`src/rtl/ps2_frame_rx.sv`:
```
// PS/2 device-to-host frame receiver: debounced ps2c, 11-bit frame assembly, byte strobe.
// Optional parity checking is enabled by defining PS2_PARITY_CHECK_EN.
module ps2_frame_rx #(
    parameter int FILTER_LEN     = 8,
    parameter int TIMEOUT_CYCLES = 50000
) (
    input  logic       clk,
    input  logic       reset,
    input  logic       ps2d,
    input  logic       ps2c,
    input  logic       rx_en,
    output logic       rx_done_tick,
    output logic [7:0] dout,
    output logic       frame_err,
    output logic       parity_err
);

    localparam int TO_W = (TIMEOUT_CYCLES > 2) ? $clog2(TIMEOUT_CYCLES) : 1;

    typedef enum logic {IDLE, DATA} state_t;

    state_t                  state;
    logic                    ps2c_p0, ps2c_p1;
    logic                    ps2d_p0, ps2d_p1;
    logic [FILTER_LEN-1:0]   f_reg;
    logic                    f_val;
    logic                    all_lo, all_hi, fall;
    logic [3:0]              n_reg;
    logic [TO_W-1:0]         to_cnt;
    logic [8:0]              b_reg;

    // Stage p0/p1: two-flop synchronisers for both PS/2 lines
    always_ff @(posedge clk) begin
        if (reset) begin
            ps2c_p0 <= 1'b1;
            ps2c_p1 <= 1'b1;
        end else begin
            ps2c_p0 <= ps2c;
            ps2c_p1 <= ps2c_p0;
        end
    end

    always_ff @(posedge clk) begin
        ps2d_p0 <= ps2d;
        ps2d_p1 <= ps2d_p0;
    end

    // ps2c debounce: the filtered level only moves on a unanimous window
    assign all_lo = (f_reg == '0);
    assign all_hi = (f_reg == '1);
    assign fall   = f_val & all_lo;

    always_ff @(posedge clk) begin
        if (reset) begin
            f_reg <= '1;
            f_val <= 1'b1;
        end else begin
            f_reg <= {ps2c_p1, f_reg[FILTER_LEN-1:1]};
            if (all_lo)
                f_val <= 1'b0;
            else if (all_hi)
                f_val <= 1'b1;
        end
    end

`ifdef PS2_PARITY_CHECK_EN
    logic parity_err_q;
    assign parity_err = parity_err_q;
`else
    assign parity_err = 1'b0;
`endif

    // b_reg holds {parity, data[7:0]} once nine bits have shifted in; the stop
    // bit is judged straight from the line on the final edge.
    always_ff @(posedge clk) begin
        if (reset) begin
            state        <= IDLE;
            n_reg        <= 4'd0;
            to_cnt       <= '0;
            dout         <= 8'h00;
            rx_done_tick <= 1'b0;
            frame_err    <= 1'b0;
`ifdef PS2_PARITY_CHECK_EN
            parity_err_q <= 1'b0;
`endif
        end else begin
            rx_done_tick <= 1'b0;
            frame_err    <= 1'b0;
`ifdef PS2_PARITY_CHECK_EN
            parity_err_q <= 1'b0;
`endif
            case (state)
                IDLE: begin
                    if (fall && !ps2d_p1 && rx_en) begin
                        state  <= DATA;
                        n_reg  <= 4'd10;
                        to_cnt <= '0;
                    end
                end
                DATA: begin
                    if (fall) begin
                        b_reg  <= {ps2d_p1, b_reg[8:1]};
                        n_reg  <= n_reg - 4'd1;
                        to_cnt <= '0;
                        if (n_reg == 4'd1) begin
                            state <= IDLE;
                            if (!ps2d_p1)
                                frame_err <= 1'b1;
`ifdef PS2_PARITY_CHECK_EN
                            else if (!(^b_reg))
                                parity_err_q <= 1'b1;
`endif
                            else begin
                                dout         <= b_reg[7:0];
                                rx_done_tick <= 1'b1;
                            end
                        end
                    end else if (to_cnt == TO_W'(TIMEOUT_CYCLES - 1)) begin
                        state     <= IDLE;
                        frame_err <= 1'b1;
                    end else begin
                        to_cnt <= to_cnt + 1'b1;
                    end
                end
                default: state <= IDLE;
            endcase
        end
    end

endmodule
```
`config.mk`:
```
export PLATFORM = sky130hd
export DESIGN_NAME = ps2_frame_rx
export DESIGN_NICKNAME = d
export VERILOG_FILES = /design/src/rtl/ps2_frame_rx.sv
export SDC_FILE = /design/constraint.sdc
export NUM_CORES = 1
export LEC_CHECK = 0
export ABC_AREA = 1
export CAP_MARGIN = 5
export CORE_ASPECT_RATIO = 1.2
export CORE_UTILIZATION = 58
export DETAILED_ROUTE_END_ITERATION = 10
export HOLD_SLACK_MARGIN = 0.02
export PLACE_DENSITY_LB_ADDON = 0.08
export SETUP_SLACK_MARGIN = 0.05
export SLEW_MARGIN = 20
export SYNTH_ARGS = -nofsm -noshare
export SYNTH_HDL_FRONTEND = slang
export SYNTH_SLANG_ARGS = --single-unit
```
`constraint.sdc`:
```
create_clock -name clk -period 2.7 [get_ports clk]
set_clock_uncertainty 0.2 [all_clocks]
set_input_delay 0.54 -clock clk [delete_from_list [all_inputs] [get_ports clk]]
set_output_delay 0.54 -clock clk [all_outputs]
set_load 0.02 [all_outputs]
```
* Yosys cells after proc, flatten, opt, wreduce, memory -nomap -nowiden
Index checks and enable logic that the tools add are counted.
Storage, ports and cells: register bits 53, output and inout port bits 11, word-level logic and storage cells 56
Operators by class: $add $sub $neg 2, equality and inequality tests 6, mux-type cells 19, bitwise logic cells 5, reductions and logical operators 11
Operators by type and width (count):
- 16-bit two-way mux | 3
- 16-bit case mux with 2 select lines | 1
- 16-bit by 1-bit adder with 16-bit output, second input constant | 1
- 16-bit == test, second input constant | 1
- 1-bit two-way mux | 11
- 8-bit == test, second input constant | 1
- 8-bit zero test | 1
- 4-bit two-way mux | 2
- 4-bit case mux with 2 select lines | 1
- 4-bit by 1-bit == test with 1-bit output, second input constant | 1
- 1-bit inverter | 4
- 2-bit AND reduction | 2
- 4-bit AND reduction | 1
- 4-bit OR reduction | 1
- 4-bit by 1-bit subtractor with 4-bit output, second input constant | 1
- 3-bit inequality test, second input constant | 1
- 3-bit AND reduction | 1
- 1-bit logical AND | 2
- 2-bit by 1-bit inequality test with 1-bit output, second input constant | 1
- 2-bit inequality test, second input constant | 1
- 1-bit case mux with 2 select lines | 1
- 2-bit nonzero test | 1
- 2-bit OR reduction | 1
- 1-bit bitwise AND | 1
- 1-bit zero test | 1

* Logic depth before layout (Yosys ltp)
Gate-level depths: netlist of the first run.
depth in word-level cells 6, depth in mapped cells 11

* Worst setup path after synthesis of the first run
Ideal clock, no wire load.
kind reg-to-reg, start point reg f_reg[7], end point reg b_reg[0], enable pin, library setup time 374 ps, data arrival time 1278 ps, data required time 2126 ps, setup slack 848 ps, stages on the path, launching flop included 8, path buffers 0, period minus slack after synthesis 1852 ps, path through dfxtp_1 nor2_2 nand2_2 nor2_4 nand2_4 inv_6 nand2_1 nor2_1
On the way: word-level cells in the longest chain between the ends 3
Ends and longest elaborated chain:
- start: declaration | line 25 | logic [FILTER_LEN-1:0] f_reg;
- start signal: assignment | line 58 | f_reg <= {ps2c_p1, f_reg[FILTER_LEN-1:1]};
- 8-bit zero test | line 49 | assign all_lo = (f_reg == '0);
- 1-bit bitwise AND | line 51 | assign fall = f_val & all_lo;
- 3-bit AND reduction (no line)
- end signal: assignment | line 102 | b_reg <= {ps2d_p1, b_reg[8:1]};
- end: declaration | line 30 | logic [8:0] b_reg;
Every way passes these cells. A chain may end at the register's enable or synchronous reset.

* Worst setup path after layout of the first run
start point reg dout[5], end point out dout[5]
RTL lines:
- start: declaration | line 13 | output logic [7:0] dout,
- start signal: assignment | line 114 | dout <= b_reg[7:0];
No word-level cell between the ends.

==> flow_metrics.tcl, run 1 <==
set metrics [dict create \
    synth_nets 363 \
    syn_area_per_cell_um2 7.14 \
    cts_num_sinks 53 \
    hold_buffers 0 \
    wire_per_inst_um 11.8 \
    cp_max_fo 2 \
    worstPathArrival_ns 1.25 \
    drv_slew 0 \
    ant_nets 0 \
    h-tree-depth 2 \
    yosys_warnings 0 \
    cts_root_buf "clkbuf_8" \
    overflow 0 \
    dr_total_vias 2154 \
    syn_inst 355 \
    status "finished, final reports clean" \
    power.density_nw_per_um2 451 \
    start_util_pct 62.3 \
    grt_pass1_vias 1931 \
    die_w_um 62.4 \
    cts_buffers 5 \
    layout_commonest_cell "nand2_1" \
    coreArea_um2 4070 \
    largest_register_ffs 16 \
    antenna_found_initial 0 \
    cts_buffer_depth 2 \
    fin_setup_tns_ns 0 \
    drive_above_1_share_pct 7.77 \
    p_leak_nw 1.19 \
    critPathMaxStageDelay_ns 0.60 \
    cts_tree "yes" \
    timing.fmax_ghz 0.502 \
    drt_iter0_drc 113 \
    synth_flop_cell "dfxtp_1" \
    final_cells 427 \
    worst_slack_ns 0.707 \
    nNetsFinal 380 \
    layout_common_cells "92 x nand2_1, 72 x nor2_1, 44 x dfxtp_1" \
    routed_wl_um 5050 \
    crit_buf_inv 1 \
    grt_max_degree 18 \
    finalWeightedCongestion 0.885 \
    maxCapViolCount 0 \
    yosysUniqueCellTypes 28 \
    diodes 0 \
    critPathCaptureType "primary output" \
    die_h_um 74.4 \
    hold_class "flop to flop" \
    dieArea_um2 4640 \
    async_reset_ff_share_pct 0 \
    start_kind "flop" \
    syn_to_final_growth_pct 10.9 \
    finalCritPeriodShare_pct 73.8 \
    rows 25 \
    fill_cells 370 \
    path_cells "clkdlybuf4s50_1" \
    dp.final_hpwl_um 3770 \
    io_buffers 14 \
    grt_pass1_wl_um 8600 \
    slew_headroom_pct 60.9 \
    hold_violations 0 \
    cp_top_family "buffers and inverters" \
    drcViolationCount 0 \
    clkSlewWorstSetupHoldPaths_ns 0.09 \
    clock_latency_ns 0.31 \
    setup_viol 0 \
    cp.required_ns 1.96 \
    dp_cells 419 \
    p_total_mw 1.27 \
    yosys_register_bits 53 \
    vias_per_cell 5.04 \
    fin_crit_ns 1.99 \
    num_io_pins 16 \
    holdWs_ns 0.156 \
    synth_enable_flop_cells 9 \
    yosysSeqAreaShare_pct 45.4 \
    cpMaxStageDelayCell "clkdlybuf4s50_1" \
    cts_setup_buffers 0 \
    irDropWorstVdd_v 0.000212 \
    rsz0062_at_grt "false" \
    critical_path_class "flop to primary output" \
    tightest_slew_ns 0.586 \
    cts_resized 0 \
    grt_usage_pct 23.9 \
    dr.pass1.iters 4 \
    synth_area_um2 2530 \
    detailedPlace.worstSlack_ns 0.598 \
]
==> report_power, final <==
part	total [mW]	internal, mW	switching, mW
Clock	0.434	0.180	0.254
Sequential	0.806	0.804	0.00203
Combinational	0.0269	0.0109	0.0160
Total	1.27	0.994	0.272
==> cells in the mapped netlist (2+ instances only) <==
cell | n | area, um^2
a21oi_1 | 11 | 55.1
buf_2 | 3 | 15.0
buf_6 | 2 | 22.5
clkbuf_1 | 3 | 11.3
dfxtp_1 | 44 | 881
edfxtp_1 | 9 | 270
ha_1 | 3 | 37.5
inv_1 | 41 | 154
nand2_1 | 92 | 345
nand2_2 | 3 | 18.8
nand2_4 | 3 | 33.8
nand3_1 | 26 | 130
nand4_1 | 9 | 56.3
nor2_1 | 72 | 270
nor2_2 | 2 | 12.5
nor2_4 | 2 | 22.5
nor3_1 | 5 | 25.0
o21ai_0 | 8 | 40.0
o21bai_1 | 2 | 15.0
or2_2 | 4 | 25.0
xor2_1 | 4 | 35.0
==> through the flow <==
step / instance area [um^2] / util [%]
global placement: 2720 / 67.0
detailed placement: 2720 / 67.0
CTS: 2810 / 69.1
floorplan: 2530 / -
finish: 2810 / 69.1
global route: 2810 / 69.1
==> path summary, 6_finish.rpt <==
kind / start / slack, ns / cells past startpoint / end
setup / recovery: dout[5] / 0.71 / 1 / dout[5]
hold / removal: ps2d_p0 / 0.16 / 0 / ps2d_p1
setup reg to reg: to_cnt[0] / 0.76 / 10 / to_cnt[11]
hold reg to reg: ps2d_p0 / 0.16 / 0 / ps2d_p1
==> area by class of cell <==
cell class / count / area (um^2) / area share [%]
inverter: 43 / 166 / 5.92
multi-input combinational: 250 / 1160 / 41.3
tap: 54 / 67.6 / 2.40
clock buffer: 5 / 68.8 / 2.45
timing repair buffer: 19 / 178 / 6.32
clock inverter: 3 / 17.5 / 0.623
sequential: 53 / 1150 / 41.0
==> per-layer routing <==
| layer | vias to the layer above | global-route usage (%) | part of all wire [%] |
|---|---|---|---|
| met2 | 40 | 44.0 | 50 |
| met5 | - | 0 | 0 |
| met4 | 0 | 10.6 | 2.1 |
| met1 | 961 | 27.4 | 44 |
| met3 | 10 | 4.45 | 3.3 |
| li1 | 1143 | - | - |
==> logic make-up after synthesis <==
family	count (synthesis)	synth area share (%)
fa+ha+maj	3	1.48
flops	53	45.4
simple gates	221	38.4
compound gates	21	4.34
buf+inv	52	8.79
other cells	1	0.148
xor+xnor	4	1.38
Note: power is estimated with default switching activity, not from simulation.
==> inputs of run 2 (changes only) <==
==> constraint.sdc (replaced) <==
create_clock -name clk -period 2.1 [get_ports clk]
set_clock_uncertainty 0.2 [all_clocks]
set_input_delay 0.42 -clock clk [delete_from_list [all_inputs] [get_ports clk]]
set_output_delay 0.42 -clock clk [all_outputs]
set_load 0.02 [all_outputs]
==> run 2 against run 1 <==
Register-to-register slack got worse by 0.55 ns; routed wire length increased by 2.0%; combinational power increased by 40%; first-iteration DRC count increased by 12%; sequential power increased by 29%; global-route usage increased by 0.88 points; total power increased by 39%; flip-flop and latch count unchanged; via count increased by 2.3%; die area unchanged; largest cell class unchanged; highest routed layer unchanged.
==> flow_metrics.tcl, run 2 (same netlist as run 1, synthesis figures left out) <==
set metrics [dict create \
    hold_start "ps2d_p0" \
    cts_tree "yes" \
    hold_class "flop to flop" \
    worst_slack_ns 0.213 \
    grt_max_degree 18 \
    worstPathArrival_ns 1.89 \
    grt_usage_pct 24.8 \
    hold_path_depth 0 \
    routed_wl_um 5160 \
    placed_area_um2 2750 \
    io_buffers 14 \
    overflow 0 \
    dr.pass1.iters 4 \
    final_cells 430 \
    stdcell_area_um2 2870 \
    p_leak_nw 1.22 \
    critPathCaptureType "flop" \
    irDropWorstVdd_v 0.000476 \
    fin_util_pct 70.5 \
    h-tree-depth 2 \
    holdWs_ns 0.140 \
    ant_nets 0 \
    critical_path_class "flop to flop" \
    vias_per_cell 5.13 \
    hold_violations 0 \
    fin_setup_tns_ns 0 \
    path_cells "ha_1, nand2_1, nor2_4, nand3_1, nor2_1, nand3_1, nand2_4, nand2_1, nand2_1, nor2_1" \
    finalCritPeriodShare_pct 89.9 \
    diodes 0 \
    die_h_um 74.4 \
    status "finished, final reports clean" \
    die_w_um 62.4 \
    detailedPlace.worstSlack_ns 0.101 \
    layout_commonest_cell "nand2_1" \
    num_io_pins 16 \
    largest_register_ffs 16 \
    wire_per_inst_um 12.0 \
    drcViolationCount 0 \
    cts_buffers 5 \
    dr_total_vias 2204 \
    critPathMaxStageDelay_ns 0.39 \
    worst_r2r_path_depth 10 \
    dp_cells 422 \
    finalWeightedCongestion 0.949 \
    start_kind "flop" \
    antenna_found_initial 0 \
    cts_setup_buffers 0 \
    fin_crit_ns 1.89 \
    rr_startpoint "to_cnt[0]" \
    grt_pass1_vias 2010 \
    clkSlewWorstSetupHoldPaths_ns 0.09 \
    coreArea_um2 4070 \
    cp.required_ns 2.10 \
    clock_latency_ns 0.31 \
    power.density_nw_per_um2 612 \
    fill_cells 376 \
    p_total_mw 1.76 \
    layout_common_cells "92 x nand2_1, 72 x nor2_1, 44 x dfxtp_1" \
    cts_buffer_depth 2 \
    dieArea_um2 4640 \
    start_util_pct 62.3 \
    cts_root_buf "clkbuf_8" \
    cts_num_sinks 53 \
    dp.final_hpwl_um 3770 \
    drv_slew 0 \
    grt_pass1_wl_um 8830 \
    timing.fmax_ghz 0.530 \
    nNetsFinal 383 \
    drt_iter0_drc 127 \
    setup.worst_path.start "to_cnt[0]" \
    rsz0062_at_grt "false" \
    rows 25 \
    drive_above_1_share_pct 8.78 \
    cpMostUsedCell "nand2_1" \
    cp_max_fo 13 \
    setup_viol 0 \
    syn_to_final_growth_pct 13.1 \
    cpMaxStageDelayCell "dfxtp_1" \
    maxCapViolCount 0 \
]
-- run 2: layout make-up --
cell class,count,area [um^2],area share [%]
multi-input combinational,250,1170,40.7
inverter,43,166,5.81
clock inverter,3,46.3,1.62
clock buffer,5,68.8,2.40
sequential,53,1150,40.2
tap,54,67.6,2.36
timing repair buffer,22,200,6.98
-- run 2: repair_timing --
action / 4_1_cts / 5_1_grt
hold buffers: 0 / 0
gates resized for setup: 0 / 1
setup endpoints to repair: 0 / 5
-- run 2: final timing paths --
check	end	slack, ns
worst min register to register	ps2d_p1	0.14
worst min-delay path	ps2d_p1	0.14
worst max-delay path	to_cnt[10]	0.21
worst max register to register	to_cnt[10]	0.21
-- run 2: power by group --
| part | internal, mW | switching [mW] | leakage, nW |
|---|---|---|---|
| Combinational | 0.0164 | 0.0212 | 0.728 |
| Clock | 0.356 | 0.326 | 0.0543 |
| Sequential | 1.03 | 0.00262 | 0.437 |
| Total | 1.41 | 0.350 | 1.22 |
-- run 2: layer usage --
metal | up-vias | GRT usage (%) | wire (um)
met2 | 41 | 43.2 | 2470
met3 | 13 | 4.29 | 175
met5 | - | 0 | 0
met1 | 1008 | 30.0 | 2360
li1 | 1142 | - | -
met4 | 0 | 12.1 | 152
-- run 2: critical path, delay by kind of cell, from the launching register on --
| family | cells | cell delay, ns |
|---|---|---|
| flip-flops | 1 | 0.39 |
| AND/OR/NAND/NOR | 9 | 0.98 |
| adder cells (fa/ha/maj) | 1 | 0.21 |
